==> config.mk <==
export PLATFORM = sky130hd
export DESIGN_NAME = score_keeper_bcd
export DESIGN_NICKNAME = d
export VERILOG_FILES = /design/src/rtl/score_keeper_bcd.sv
export SDC_FILE = /design/constraint.sdc
export NUM_CORES = 1
export LEC_CHECK = 0
export ABC_AREA = 1
export CORE_ASPECT_RATIO = 0.75
export CORE_MARGIN = 2
export CORE_UTILIZATION = 50
export DETAILED_ROUTE_END_ITERATION = 6
export HOLD_SLACK_MARGIN = 0.05
export PLACE_DENSITY_LB_ADDON = 0.15
export RECOVER_POWER = 25
export SLEW_MARGIN = 15
export SYNTH_ARGS = -nofsm -noshare
export SYNTH_HDL_FRONTEND = slang
export SYNTH_SLANG_ARGS = --single-unit
export TNS_END_PERCENT = 20
==> constraint.sdc <==
create_clock -name clk -period 2.9 [get_ports clk]
set_input_delay 0.58 -clock clk [delete_from_list [all_inputs] [get_ports clk]]
set_output_delay 0.58 -clock clk [all_outputs]
set_load 0.01 [all_outputs]
==> src/rtl/score_keeper_bcd.sv <==
// score_keeper_bcd
//   Game score keeper placed between the collision detector and the score
//   renderer. Good collisions are edge-detected and add POINTS (saturating
//   at MAX_SCORE). A bad collision, or reaching MAX_SCORE, ends the game.
//   A session high score survives restarts. The displayed value is the
//   current score while playing and the high score once the game is over.
//   It is converted to BCD by a one-bit-per-clock double-dabble.
//
// Ports
//   clk            system clock, rising edge
//   rst            asynchronous reset, active-high
//   good_coll      good collision level (may be held for many cycles)
//   bad_coll       bad collision level
//   start          one-cycle request for a new game (only acted on when over)
//   current_score  score of the game in progress
//   high_score     best score since reset
//   disp_score     current_score while playing, high_score when game over
//   bcd            BCD of disp_score; digit 0 (ones) in bcd[3:0]
//   bcd_valid      bcd matches disp_score
//   game_over      game has ended
//   game_won       last game ended by reaching MAX_SCORE
module score_keeper_bcd #(
   parameter int SCORE_W   = 7,
   parameter int MAX_SCORE = 50,
   parameter int POINTS    = 1,
   parameter int DIGITS    = 2
) (
   input  logic                  clk,
   input  logic                  rst,
   input  logic                  good_coll,
   input  logic                  bad_coll,
   input  logic                  start,
   output logic [SCORE_W-1:0]    current_score,
   output logic [SCORE_W-1:0]    high_score,
   output logic [SCORE_W-1:0]    disp_score,
   output logic [4*DIGITS-1:0]   bcd,
   output logic                  bcd_valid,
   output logic                  game_over,
   output logic                  game_won
);

   localparam int BCD_W = 4 * DIGITS;
   localparam int CNT_W = $clog2(SCORE_W + 1);
   localparam logic [SCORE_W:0]  MAX_EXT  = (SCORE_W + 1)'(MAX_SCORE);
   localparam logic [SCORE_W:0]  PTS_EXT  = (SCORE_W + 1)'(POINTS);
   localparam logic [CNT_W-1:0]  LAST_CNT = CNT_W'(SCORE_W - 1);

   typedef enum logic {PLAYING = 1'b0, GAME_OVER = 1'b1} game_state_t;
   typedef enum logic {C_IDLE = 1'b0, C_SHIFT = 1'b1} conv_state_t;

   // ---------------------------------------------------------------- game
   game_state_t         state_reg, state_next;
   logic [SCORE_W-1:0]  score_reg, score_next;
   logic [SCORE_W-1:0]  high_reg, high_next;
   logic [SCORE_W-1:0]  disp_reg, disp_next;
   logic                won_reg, won_next;
   logic                good_q_reg;
   logic                hit;
   logic [SCORE_W:0]    sum_ext, capped_ext;

   assign hit = good_coll & ~good_q_reg;

   // One extra bit so the addition can never wrap before saturation.
   assign sum_ext    = {1'b0, score_reg} + PTS_EXT;
   assign capped_ext = (sum_ext >= MAX_EXT) ? MAX_EXT : sum_ext;

   always_ff @(posedge clk or posedge rst) begin
      if (rst) begin
         state_reg  <= PLAYING;
         score_reg  <= '0;
         high_reg   <= '0;
         disp_reg   <= '0;
         won_reg    <= 1'b0;
         good_q_reg <= 1'b0;
      end else begin
         state_reg  <= state_next;
         score_reg  <= score_next;
         high_reg   <= high_next;
         disp_reg   <= disp_next;
         won_reg    <= won_next;
         good_q_reg <= good_coll;
      end
   end

   always_comb begin
      state_next = state_reg;
      score_next = score_reg;
      high_next  = high_reg;
      won_next   = won_reg;
      case (state_reg)
         PLAYING: begin
            // A bad collision wins over a simultaneous hit.
            if (bad_coll) begin
               state_next = GAME_OVER;
               won_next   = 1'b0;
            end else if (hit) begin
               score_next = capped_ext[SCORE_W-1:0];
               if (capped_ext == MAX_EXT) begin
                  state_next = GAME_OVER;
                  won_next   = 1'b1;
               end
            end
            if (score_next > high_reg)
               high_next = score_next;
         end
         GAME_OVER: begin
            if (start) begin
               state_next = PLAYING;
               score_next = '0;
               won_next   = 1'b0;
            end
         end
      endcase
      // Display register tracks the post-update state and scores.
      disp_next = (state_next == GAME_OVER) ? high_next : score_next;
   end

   // ------------------------------------------------------- BCD converter
   conv_state_t         conv_reg, conv_next;
   logic [SCORE_W-1:0]  src_reg, src_next;
   logic [SCORE_W-1:0]  bin_reg, bin_next;
   logic [BCD_W-1:0]    scratch_reg, scratch_next;
   logic [BCD_W-1:0]    bcd_reg, bcd_next;
   logic [BCD_W-1:0]    adj;
   logic [BCD_W-1:0]    shifted;
   logic [CNT_W-1:0]    count_reg, count_next;
   logic                valid_reg, valid_next;

   // Add 3 to every digit that would overflow past 9 after the shift.
   generate
      for (genvar gi = 0; gi < DIGITS; gi++) begin : g_adj
         assign adj[4*gi +: 4] = (scratch_reg[4*gi +: 4] >= 4'd5)
                                 ? scratch_reg[4*gi +: 4] + 4'd3
                                 : scratch_reg[4*gi +: 4];
      end
   endgenerate

   assign shifted = {adj[BCD_W-2:0], bin_reg[SCORE_W-1]};

   always_ff @(posedge clk or posedge rst) begin
      if (rst) begin
         conv_reg    <= C_IDLE;
         src_reg     <= '0;
         bin_reg     <= '0;
         scratch_reg <= '0;
         bcd_reg     <= '0;
         count_reg   <= '0;
         valid_reg   <= 1'b1;
      end else begin
         conv_reg    <= conv_next;
         src_reg     <= src_next;
         bin_reg     <= bin_next;
         scratch_reg <= scratch_next;
         bcd_reg     <= bcd_next;
         count_reg   <= count_next;
         valid_reg   <= valid_next;
      end
   end

   always_comb begin
      conv_next    = conv_reg;
      src_next     = src_reg;
      bin_next     = bin_reg;
      scratch_next = scratch_reg;
      bcd_next     = bcd_reg;
      count_next   = count_reg;
      valid_next   = valid_reg;
      // A changed source (idle or mid-shift) always (re)starts a conversion;
      // bcd itself is only written when a full pass completes.
      if (disp_reg != src_reg) begin
         conv_next    = C_SHIFT;
         src_next     = disp_reg;
         bin_next     = disp_reg;
         scratch_next = '0;
         count_next   = '0;
         valid_next   = 1'b0;
      end else if (conv_reg == C_SHIFT) begin
         scratch_next = shifted;
         bin_next     = bin_reg << 1;
         count_next   = count_reg + 1'b1;
         if (count_reg == LAST_CNT) begin
            bcd_next   = shifted;
            valid_next = 1'b1;
            conv_next  = C_IDLE;
         end
      end
   end

   assign current_score = score_reg;
   assign high_score    = high_reg;
   assign disp_score    = disp_reg;
   assign bcd           = bcd_reg;
   assign bcd_valid     = valid_reg;
   assign game_over     = (state_reg == GAME_OVER);
   assign game_won      = won_reg;

endmodule

==> After elaboration in Yosys (flattened, before gate mapping) <==
Index checks and enable logic that the tools add are counted.
{ "word_totals": {"wordCells": 69, "output_inout_bits": 32, "reg_bits": 59, "memories": 0, "ramBits": 0, "latchBits": 0, "rom_bits": 0, "inputBits": 5} }
{ "op_classes": {"n_lt_le_gt_ge": 4, "shift": 0, "n_mux": 33, "n_bitwise": 4, "n_reduce_logical": 5, "addsub": 4, "eq_ne": 6, "n_div": 0, "n_mul": 0} }
{ "op_table": {"columns": ["op", "n"], "rows": [
  ["$mux W7", 9],
  ["$mux W8", 3],
  ["$mux W1", 14],
  ["$pmux W7 S2", 1],
  ["$mux W3", 3],
  ["$add A7 B1 Y8 const B", 1],
  ["$eq A8 B6 Y1 const B", 1],
  ["$ge A4 B3 Y1 const B", 2],
  ["$ge A8 B6 Y1 const B", 1],
  ["$gt A7 B7 Y1", 1],
  ["$ne A7 B7 Y1", 1],
  ["$ne A3 B3 Y1 const B", 2],
  ["$reduce_and A3 Y1", 2],
  ["$add A4 B2 Y4 const B", 1],
  ["$mux W4", 1],
  ["$pmux W1 S2", 2],
  ["$reduce_bool A2 Y1", 2],
  ["$add A3 B1 Y3 const B", 1],
  ["$add A3 B2 Y3 const B", 1],
  ["$eq A3 B3 Y1 const B", 1],
  ["$not A1 Y1", 3],
  ["$ne A2 B2 Y1 const B", 1],
  ["$reduce_and A2 Y1", 1],
  ["$and A1 B1 Y1", 1]
]} }

==> Logic depth before layout (Yosys ltp) <==
Gate-level depths: netlist of run 1.
{ "logic_depth": {"depth_word": 10, "mapped_depth": 22, "depth_no_buf": 22} }

==> Worst setup path after synthesis of run 1 <==
Ideal clock, no wire load.
{ "synth_timing": {"path_kind": "flip-flop to flip-flop", "from": "register score_reg[0] (netlist: current_score[0])", "to": "register high_reg[0] (netlist: high_score[0])", "arrival_time_ns": 2.686, "setup_ns": 0.119, "t_required_ns": 2.781, "n_path_buf": 0, "path_slack_ns": 0.095, "synth_period_minus_slack_ns": 2.805, "path_stages_with_launch": 19, "path_cell_list": "dfrtp_1 > ha_1 > nand3_2 > xor2_1 > inv_1 > nand3_4 > nand3_1 > nand2_1 > nand2_1 > inv_1 > ha_1 > a21oi_1 > o21ai_0 > nand2_1 > nand3_1 > nand3_1 > inv_1 > or2_1 > and2_1"} }
{ "synth_via": {"elab_chain_len": 9} }
{ "synth_lines": {"columns": ["element", "line", "text"], "rows": [
  ["start: declaration", "53", "logic [SCORE_W-1:0] score_reg, score_next;"],
  ["start signal: assignment", "77", "score_reg <= score_next;"],
  ["$add A7 B1 Y8", "64", "assign sum_ext = {1'b0, score_reg} + PTS_EXT;"],
  ["$ge A8 B6 Y1", "65", "assign capped_ext = (sum_ext >= MAX_EXT) ? MAX_EXT : sum_ext;"],
  ["$mux W8", "65", null],
  ["$mux W7", "96", "end else if (hit) begin"],
  ["$mux W7 *", "93", "if (bad_coll) begin"],
  ["$mux W7 *", "90", "case (state_reg)"],
  ["$gt A7 B7 Y1", "103", "if (score_next > high_reg)"],
  ["$mux W7 *", "103", null],
  ["$mux W7 *", "90", null],
  ["via high_next[0]", "54", "logic [SCORE_W-1:0] high_reg, high_next;"],
  ["end signal: assignment", "78", "high_reg <= high_next;"],
  ["end: declaration", "54", null]
]} }
Mark *: on every way through the listed nets, which the timed path passes. The rest lies on a longest branch. The select of a mux whose other input is x is not followed.
A chain may end at the register's enable or synchronous reset.

==> Final worst setup path of run 1 <==
Ends and elaborated chain as after synthesis.

==> summary.txt, run 1 <==
Outcome
  • Run status: complete, no violations

Floorplanning
  • Number of standard-cell rows in the floorplan: 24
  • Vertical die dimension: 71.3 um
  • Placeable core area: 5830 um^2
  • DIE AREA: 6680 um^2
  • Chip width: 93.7 um
  • I/O pin count: 37
  • Effective utilization at floorplan: 51.8%

Pwr
  • Power density over the cells: 742 nW/um^2
  • Worst IR drop on VDD: 0.000477 V
  • P_leak: 1.91 nW

Clock network
  • Post-CTS clock slew at the launch and capture registers of the worst setup and hold paths: 0.06 ns
  • H-tree levels: 3
  • Source-to-sink clock delay at the later pin of the worst-skew pair: 0.34 ns
  • Clk buf depth: 2
  • Post-cts hold buffer count: 0
  • Clock buffer count from CTS: 9
  • Sink Count: 59
  • Root buf cell: sky130_fd_sc_hd__clkbuf_8
  • TritonCTS clock tree: done

Global route
  • GRT overflow: 0
  • Total global-route track usage: 22.6%
  • Initial antenna violation count: 0
  • Routing usage on met3: 6.10%
  • Maximum number of pins on one net before global-route repair: 60
  • Vias in the first global route: 2445
  • Busiest layer in global routing: met2
  • Met2 global-route usage: 33.6%
  • Met1 demand-to-capacity share in global routing: 33.2%
  • Wire length of the first global-routing pass: 11600 um

STA
  • Worst slew margin relative to its limit: 4.80%
  • Setup TNS after final layout: 0 ns
  • Post-route clock period utilization: 99.9%
  • Final hold violations: 0
  • Worst-Margin Slew: 1.43 ns
  • Setup Viol. Count Final: 0
  • Maximum frequency from static timing analysis: 345 MHz
  • Final min period: 2.90 ns
  • Post-Route Skew: 0.00985 ns
  • Fin. max-slew vios: 0

Cells and area
  • Cell area after layout: 3950 um^2
  • Most common cell after layout, fill and taps aside: sky130_fd_sc_hd__nand2_1
  • Count of nets after finishing: 447
  • Fraction of final layout cells with drive strength greater than 1: 19.0%
  • Commonest non-fill, non-tap cells in the layout: sky130_fd_sc_hd__nand2_1 (119), sky130_fd_sc_hd__dfrtp_1 (55), sky130_fd_sc_hd__inv_1 (35), sky130_fd_sc_hd__clkdlybuf4s50_1 (35), sky130_fd_sc_hd__buf_4 (26)
  • Layout overhead on the synthesized area: 30.7%
  • Antenna cells: 0
  • Final Util: 67.7%

Placed design
  • Count of input and output buffers: 36
  • Placement-stage cell area: 3580 um^2
  • HPWL after detailed placement: 5060 um
  • GPL Wtd Cong: 0.861

Routing
  • Via total after detailed routing: 2659
  • Count of unresolved DRC violations after routing: 0
  • Per-cell via count in the routed design: 5.21
  • Post-Route WL: 7330 um
  • Violation count after the first detailed-route iteration: 188
  • Drt first pass iters: 6
  • Count of nets left with antenna violations after detail routing: 0
  • Final routed wire length divided by cell count: 14.4 um

Yosys
  • Cells after Synth: 361
  • Syn nets: 381
  • Mapped Avg Cell Area: 8.37 um^2
  • Primary flip-flop cell chosen by synthesis mapping: sky130_fd_sc_hd__dfrtp_1
  • Number of enable flip-flop cells after synthesis: 0
  • Part of the Yosys area used for sequential elements: 48.9%
  • Flops & latches, synth: 59
  • Cell variety after synth: 35
  • Fraction of registers with async set/reset: 100%
  • Syn. warnings: 0
  • Cell area after technology mapping: 3020 um^2

Worst hold path
  • Min-Delay Path Class: reg2reg

Critical path
  • Arr. time, crit path: 3.12 ns
  • Critical Path Slowest Stage Cell: sky130_fd_sc_hd__dfrtp_2
  • Slowest stage delay, CP: 0.45 ns
  • Cell mode on critical path: sky130_fd_sc_hd__nor2_1
  • Setup crit start kind: flop
  • Setup CP Type: reg2reg
  • Kind of capture point of the worst setup path: flop
  • Ordered cell list for the critical path: buf_6 -> ha_4 -> nand2_1 -> nor2_1 -> nand2_1 -> nand3_4 -> nand4_1 -> and2_1 -> ha_1 -> nand2_2 -> nor2_1 -> nor2_1 -> nand3_2 -> nand3_2 -> inv_4 -> or2_4 -> and2_4
  • Data required, critical path: 3.12 ns
  • Top fanout value on the critical path: 8

Job
  • Total of max-cap violations: 0
## power breakdown
part / internal (mW) / switching (mW)
logic: 0.524 / 0.587
clock network: 0.354 / 0.321
registers: 0.992 / 0.150
## worst max-delay path, delay by kind of cell (launching register included)
family                     cells  cell delay (ns)
adders and majority gates      2             0.53
buffers and inverters          2             0.21
DFF                            1             0.45
and+or+nand+nor               13             1.59
## area by class of cell
class | instances | area, um^2
inverters | 43 | 166
well taps | 78 | 97.6
clock inverters | 4 | 25.0
flip-flops and latches | 59 | 1480
repair buffers | 65 | 583
multi-input cells | 249 | 1440
fillers | 474 | 1880
clock buffers | 12 | 155
## worst paths after layout
kind	startpoint	to	slack, ns	cells after the start
max	current_score[0]$_DFF_PP0_	high_score[0]$_DFF_PP0_	0.002	17
min reg2reg	disp_score[1]$_DFF_PP0_	src_reg[1]$_DFFE_PP0N_	0.44	0
min	disp_score[1]$_DFF_PP0_	src_reg[1]$_DFFE_PP0N_	0.44	0
max reg2reg	current_score[0]$_DFF_PP0_	high_score[0]$_DFF_PP0_	0.002	17
min in group asynchronous	rst	scratch_reg[7]$_DFFE_PP0P_	1.18	3
max in group asynchronous	rst	current_score[1]$_DFF_PP0_	0.76	3
## synth_stat cells (2+ instances only)
| master | count | area [um^2] |
|---|---|---|
| sky130_fd_sc_hd__nand3_1 | 22 | 110 |
| sky130_fd_sc_hd__nor2_4 | 3 | 33.8 |
| sky130_fd_sc_hd__ha_1 | 15 | 188 |
| sky130_fd_sc_hd__xnor2_1 | 2 | 17.5 |
| sky130_fd_sc_hd__o21ai_0 | 13 | 65.1 |
| sky130_fd_sc_hd__dfrtp_1 | 58 | 1450 |
| sky130_fd_sc_hd__and2_1 | 4 | 25.0 |
| sky130_fd_sc_hd__xor2_1 | 8 | 70.1 |
| sky130_fd_sc_hd__a21oi_1 | 8 | 40.0 |
| sky130_fd_sc_hd__nand3_2 | 2 | 20.0 |
| sky130_fd_sc_hd__or2_2 | 2 | 12.5 |
| sky130_fd_sc_hd__o211ai_1 | 3 | 22.5 |
| sky130_fd_sc_hd__nor3_1 | 3 | 15.0 |
| sky130_fd_sc_hd__nand2_1 | 120 | 450 |
| sky130_fd_sc_hd__nand4_1 | 6 | 37.5 |
| sky130_fd_sc_hd__clkbuf_1 | 9 | 33.8 |
| sky130_fd_sc_hd__o21ai_1 | 12 | 60.1 |
| sky130_fd_sc_hd__nand2_4 | 3 | 33.8 |
| sky130_fd_sc_hd__nor2_1 | 13 | 48.8 |
| sky130_fd_sc_hd__inv_1 | 40 | 150 |
## layer usage
layer / up-vias / routed length, um
met3: 19 / 455
met1: 1267 / 3570
li1: 1283 / -
met2: 90 / 3170
met4: 0 / 136
met5: - / 0
## per-stage QoR
| stage | power (mW) | setup slack (ns) | std cells | hold WS, ns |
|---|---|---|---|---|
| floorplan | 1.70 | 0.0951 | 361 | 0.452 |
| global placement | 2.10 | -0.351 | 484 | 0.439 |
| detailed placement | 2.12 | -0.341 | 484 | 0.442 |
| CTS | 2.81 | 0.00710 | 502 | 0.452 |
| global route | 3.10 | -0.0953 | 510 | 0.474 |
| finish | 2.93 | 0.00225 | 510 | 0.445 |
## what timing repair did
item / CTS / global route
pin swaps: 2 / 8
setup buffers: 2 / 7
gates resized for setup: 2 / 26
cloned: 0 / 1
setup endpoints to repair: 7 / 14
## kinds of logic after synthesis
family | count (synthesis) | synth area share, %
XOR/XNOR | 10 | 2.90
adder cells (fa/ha/maj) | 15 | 6.21
AO/OA/AOI/OAI | 42 | 7.95
AND/OR/NAND/NOR | 182 | 27.3
buffers and inverters | 53 | 6.71
flip-flops | 59 | 48.9
Power figures use the tool's default switching activity.
==> inputs of run 2 (changes only) <==
- CORE_UTILIZATION: 50 -> 60
- CTS_CLUSTER_DIAMETER: default -> 200
- clock period: 2.9 -> 3.44 ns (I/O delays scaled with it)
==> summary.txt, run 2 (synthesis results as in run 1) <==
Clock network
  • Post-CTS clock slew at the launch and capture registers of the worst setup and hold paths: 0.06 ns
  • Setup bufs post-CTS: 0
  • Clk buf depth: 2
  • H-tree levels: 3
  • Source-to-sink clock delay at the later pin of the worst-skew pair: 0.33 ns
  • Root buf cell: sky130_fd_sc_hd__clkbuf_8
  • Sink Count: 59
  • TritonCTS clock tree: done
  • Clock buffer count from CTS: 9
  • CTS-repair resized insts: 0
  • Post-cts hold buffer count: 0

Pwr
  • Worst IR drop on VDD: 0.000463 V
  • P_leak: 1.80 nW
  • Power density over the cells: 621 nW/um^2

Floorplanning
  • Effective utilization at floorplan: 62.0%
  • Number of standard-cell rows in the floorplan: 22
  • Chip width: 85.9 um
  • I/O pin count: 37
  • Placeable core area: 4870 um^2
  • DIE AREA: 5620 um^2
  • Vertical die dimension: 65.4 um

Worst hold path
  • Min-Delay Path Class: reg2reg

Routing
  • Final routed wire length divided by cell count: 13.5 um
  • Drt first pass iters: 5
  • Count of nets left with antenna violations after detail routing: 0
  • Violation count after the first detailed-route iteration: 131
  • Count of unresolved DRC violations after routing: 0
  • Via total after detailed routing: 2457
  • Per-cell via count in the routed design: 5.25
  • Post-Route WL: 6320 um

Cells and area
  • Number of inserted filler cells in the final layout: 371
  • Most common cell after layout, fill and taps aside: sky130_fd_sc_hd__nand2_1
  • Count of nets after finishing: 424
  • Layout overhead on the synthesized area: 19.8%
  • Fraction of final layout cells with drive strength greater than 1: 8.33%
  • Antenna cells: 0
  • Cell area after layout: 3620 um^2
  • Commonest non-fill, non-tap cells in the layout: sky130_fd_sc_hd__nand2_1 (120), sky130_fd_sc_hd__dfrtp_1 (58), sky130_fd_sc_hd__inv_1 (40)

Critical path
  • Data required, critical path: 3.66 ns
  • Setup crit start kind: input port
  • Setup CP Type: in2reg
  • Arr. time, crit path: 3.34 ns
  • Top fanout value on the critical path: 10
  • Kind of capture point of the worst setup path: flop

Placed design
  • Count of input and output buffers: 36
  • Placement-stage cell area: 3460 um^2
  • GPL Wtd Cong: 0.957
  • HPWL after detailed placement: 4770 um

STA
  • Final hold violations: 0
  • Fin. max-slew vios: 0
  • Worst hold-check slack: 0.444 ns
  • Setup Viol. Count Final: 0
  • Setup TNS after final layout: 0 ns
  • Worst slew margin relative to its limit: 38.9%
  • Post-Route Skew: 0.00614 ns
  • Maximum frequency from static timing analysis: 320 MHz
  • Post-route clock period utilization: 90.8%
  • Final min period: 3.12 ns
  • Worst-Margin Slew: 0.916 ns
  • Setup repair after global routing missed its margin: false

Global route
  • Total global-route track usage: 25.5%
  • Vias in the first global route: 2306
  • Initial antenna violation count: 0
  • GRT overflow: 0
  • Wire length of the first global-routing pass: 10900 um
  • Maximum number of pins on one net before global-route repair: 25

Job
  • Total of max-cap violations: 0

Outcome
  • Run status: complete, no violations
[run 2: worst max-delay path, cell delays in order]
cell and delay [ns]:
sky130_fd_sc_hd__clkdlybuf4s50_1 0.48, sky130_fd_sc_hd__inv_1 0.07, sky130_fd_sc_hd__nor2_4 0.08, sky130_fd_sc_hd__inv_1 0.04, sky130_fd_sc_hd__nor2_1 0.16, sky130_fd_sc_hd__buf_4 0.19
sky130_fd_sc_hd__nand4_1 0.16, sky130_fd_sc_hd__and2_1 0.18, sky130_fd_sc_hd__ha_1 0.28, sky130_fd_sc_hd__nand2_1 0.05, sky130_fd_sc_hd__o21ai_0 0.13, sky130_fd_sc_hd__nand2_1 0.07
sky130_fd_sc_hd__nand3_1 0.11, sky130_fd_sc_hd__nand3_1 0.10, sky130_fd_sc_hd__inv_1 0.21, sky130_fd_sc_hd__nand3_1 0.14, sky130_fd_sc_hd__nand3_1 0.12, sky130_fd_sc_hd__nand2_1 0.06
[run 2: worst paths after layout]
check	from	to	slack [ns]	cells past startpoint
worst min-delay path	disp_score[0]$_DFF_PP0_	src_reg[0]$_DFFE_PP0N_	0.44	0
max in group asynchronous	rst	src_reg[4]$_DFFE_PP0N_	1.36	3
worst max register to register	current_score[0]$_DFF_PP0_	disp_score[0]$_DFF_PP0_	0.39	19
worst min register to register	disp_score[0]$_DFF_PP0_	src_reg[0]$_DFFE_PP0N_	0.44	0
min in group asynchronous	rst	bin_reg[5]$_DFFE_PP0P_	0.99	2
worst max-delay path	good_coll	disp_score[2]$_DFF_PP0_	0.32	18
[run 2: cell type report]
type / count / area [um^2] / share of cell area (%)
clock buffer: 12 / 145 / 4.01
clock inverter: 3 / 15.0 / 0.415
inverter: 43 / 164 / 4.53
multi-input combinational: 249 / 1340 / 37.0
sequential: 59 / 1480 / 40.8
tap: 60 / 75.1 / 2.07
timing repair buffer: 42 / 402 / 11.1
[run 2: per-stage QoR]
stage	total power, mW	utilization, %	cells	setup WS (ns)
after floorplan	1.43	-	361	0.549
after global placement	1.70	71.1	453	0.110
after detailed placement	1.73	71.1	453	0.0266
after CTS	2.26	74.3	468	0.346
after global routing	2.40	74.3	468	0.0104
final	2.25	74.3	468	0.317
[run 2: where the power goes]
part / leakage (nW) / internal (mW) / switching, mW / total, mW
logic: 0.936 / 0.337 / 0.421 / 0.758
clock network: 0.0860 / 0.273 / 0.255 / 0.529
registers: 0.781 / 0.836 / 0.124 / 0.959
[run 2: routing by layer]
metal / vias up / share of wire [%] / track usage [%]
met4: 0 / 1.2 / 8.53
met5: - / 0 / 0
met1: 1131 / 51 / 39.2
met2: 77 / 40 / 34.6
met3: 8 / 7.4 / 7.04
li1: 1241 / - / -
==> inputs of run 3 (changes only) <==
- CTS_CLUSTER_SIZE: default -> 28
==> results of run 3 <==
Final layout, timing and power as in run 2 (identical DEF).
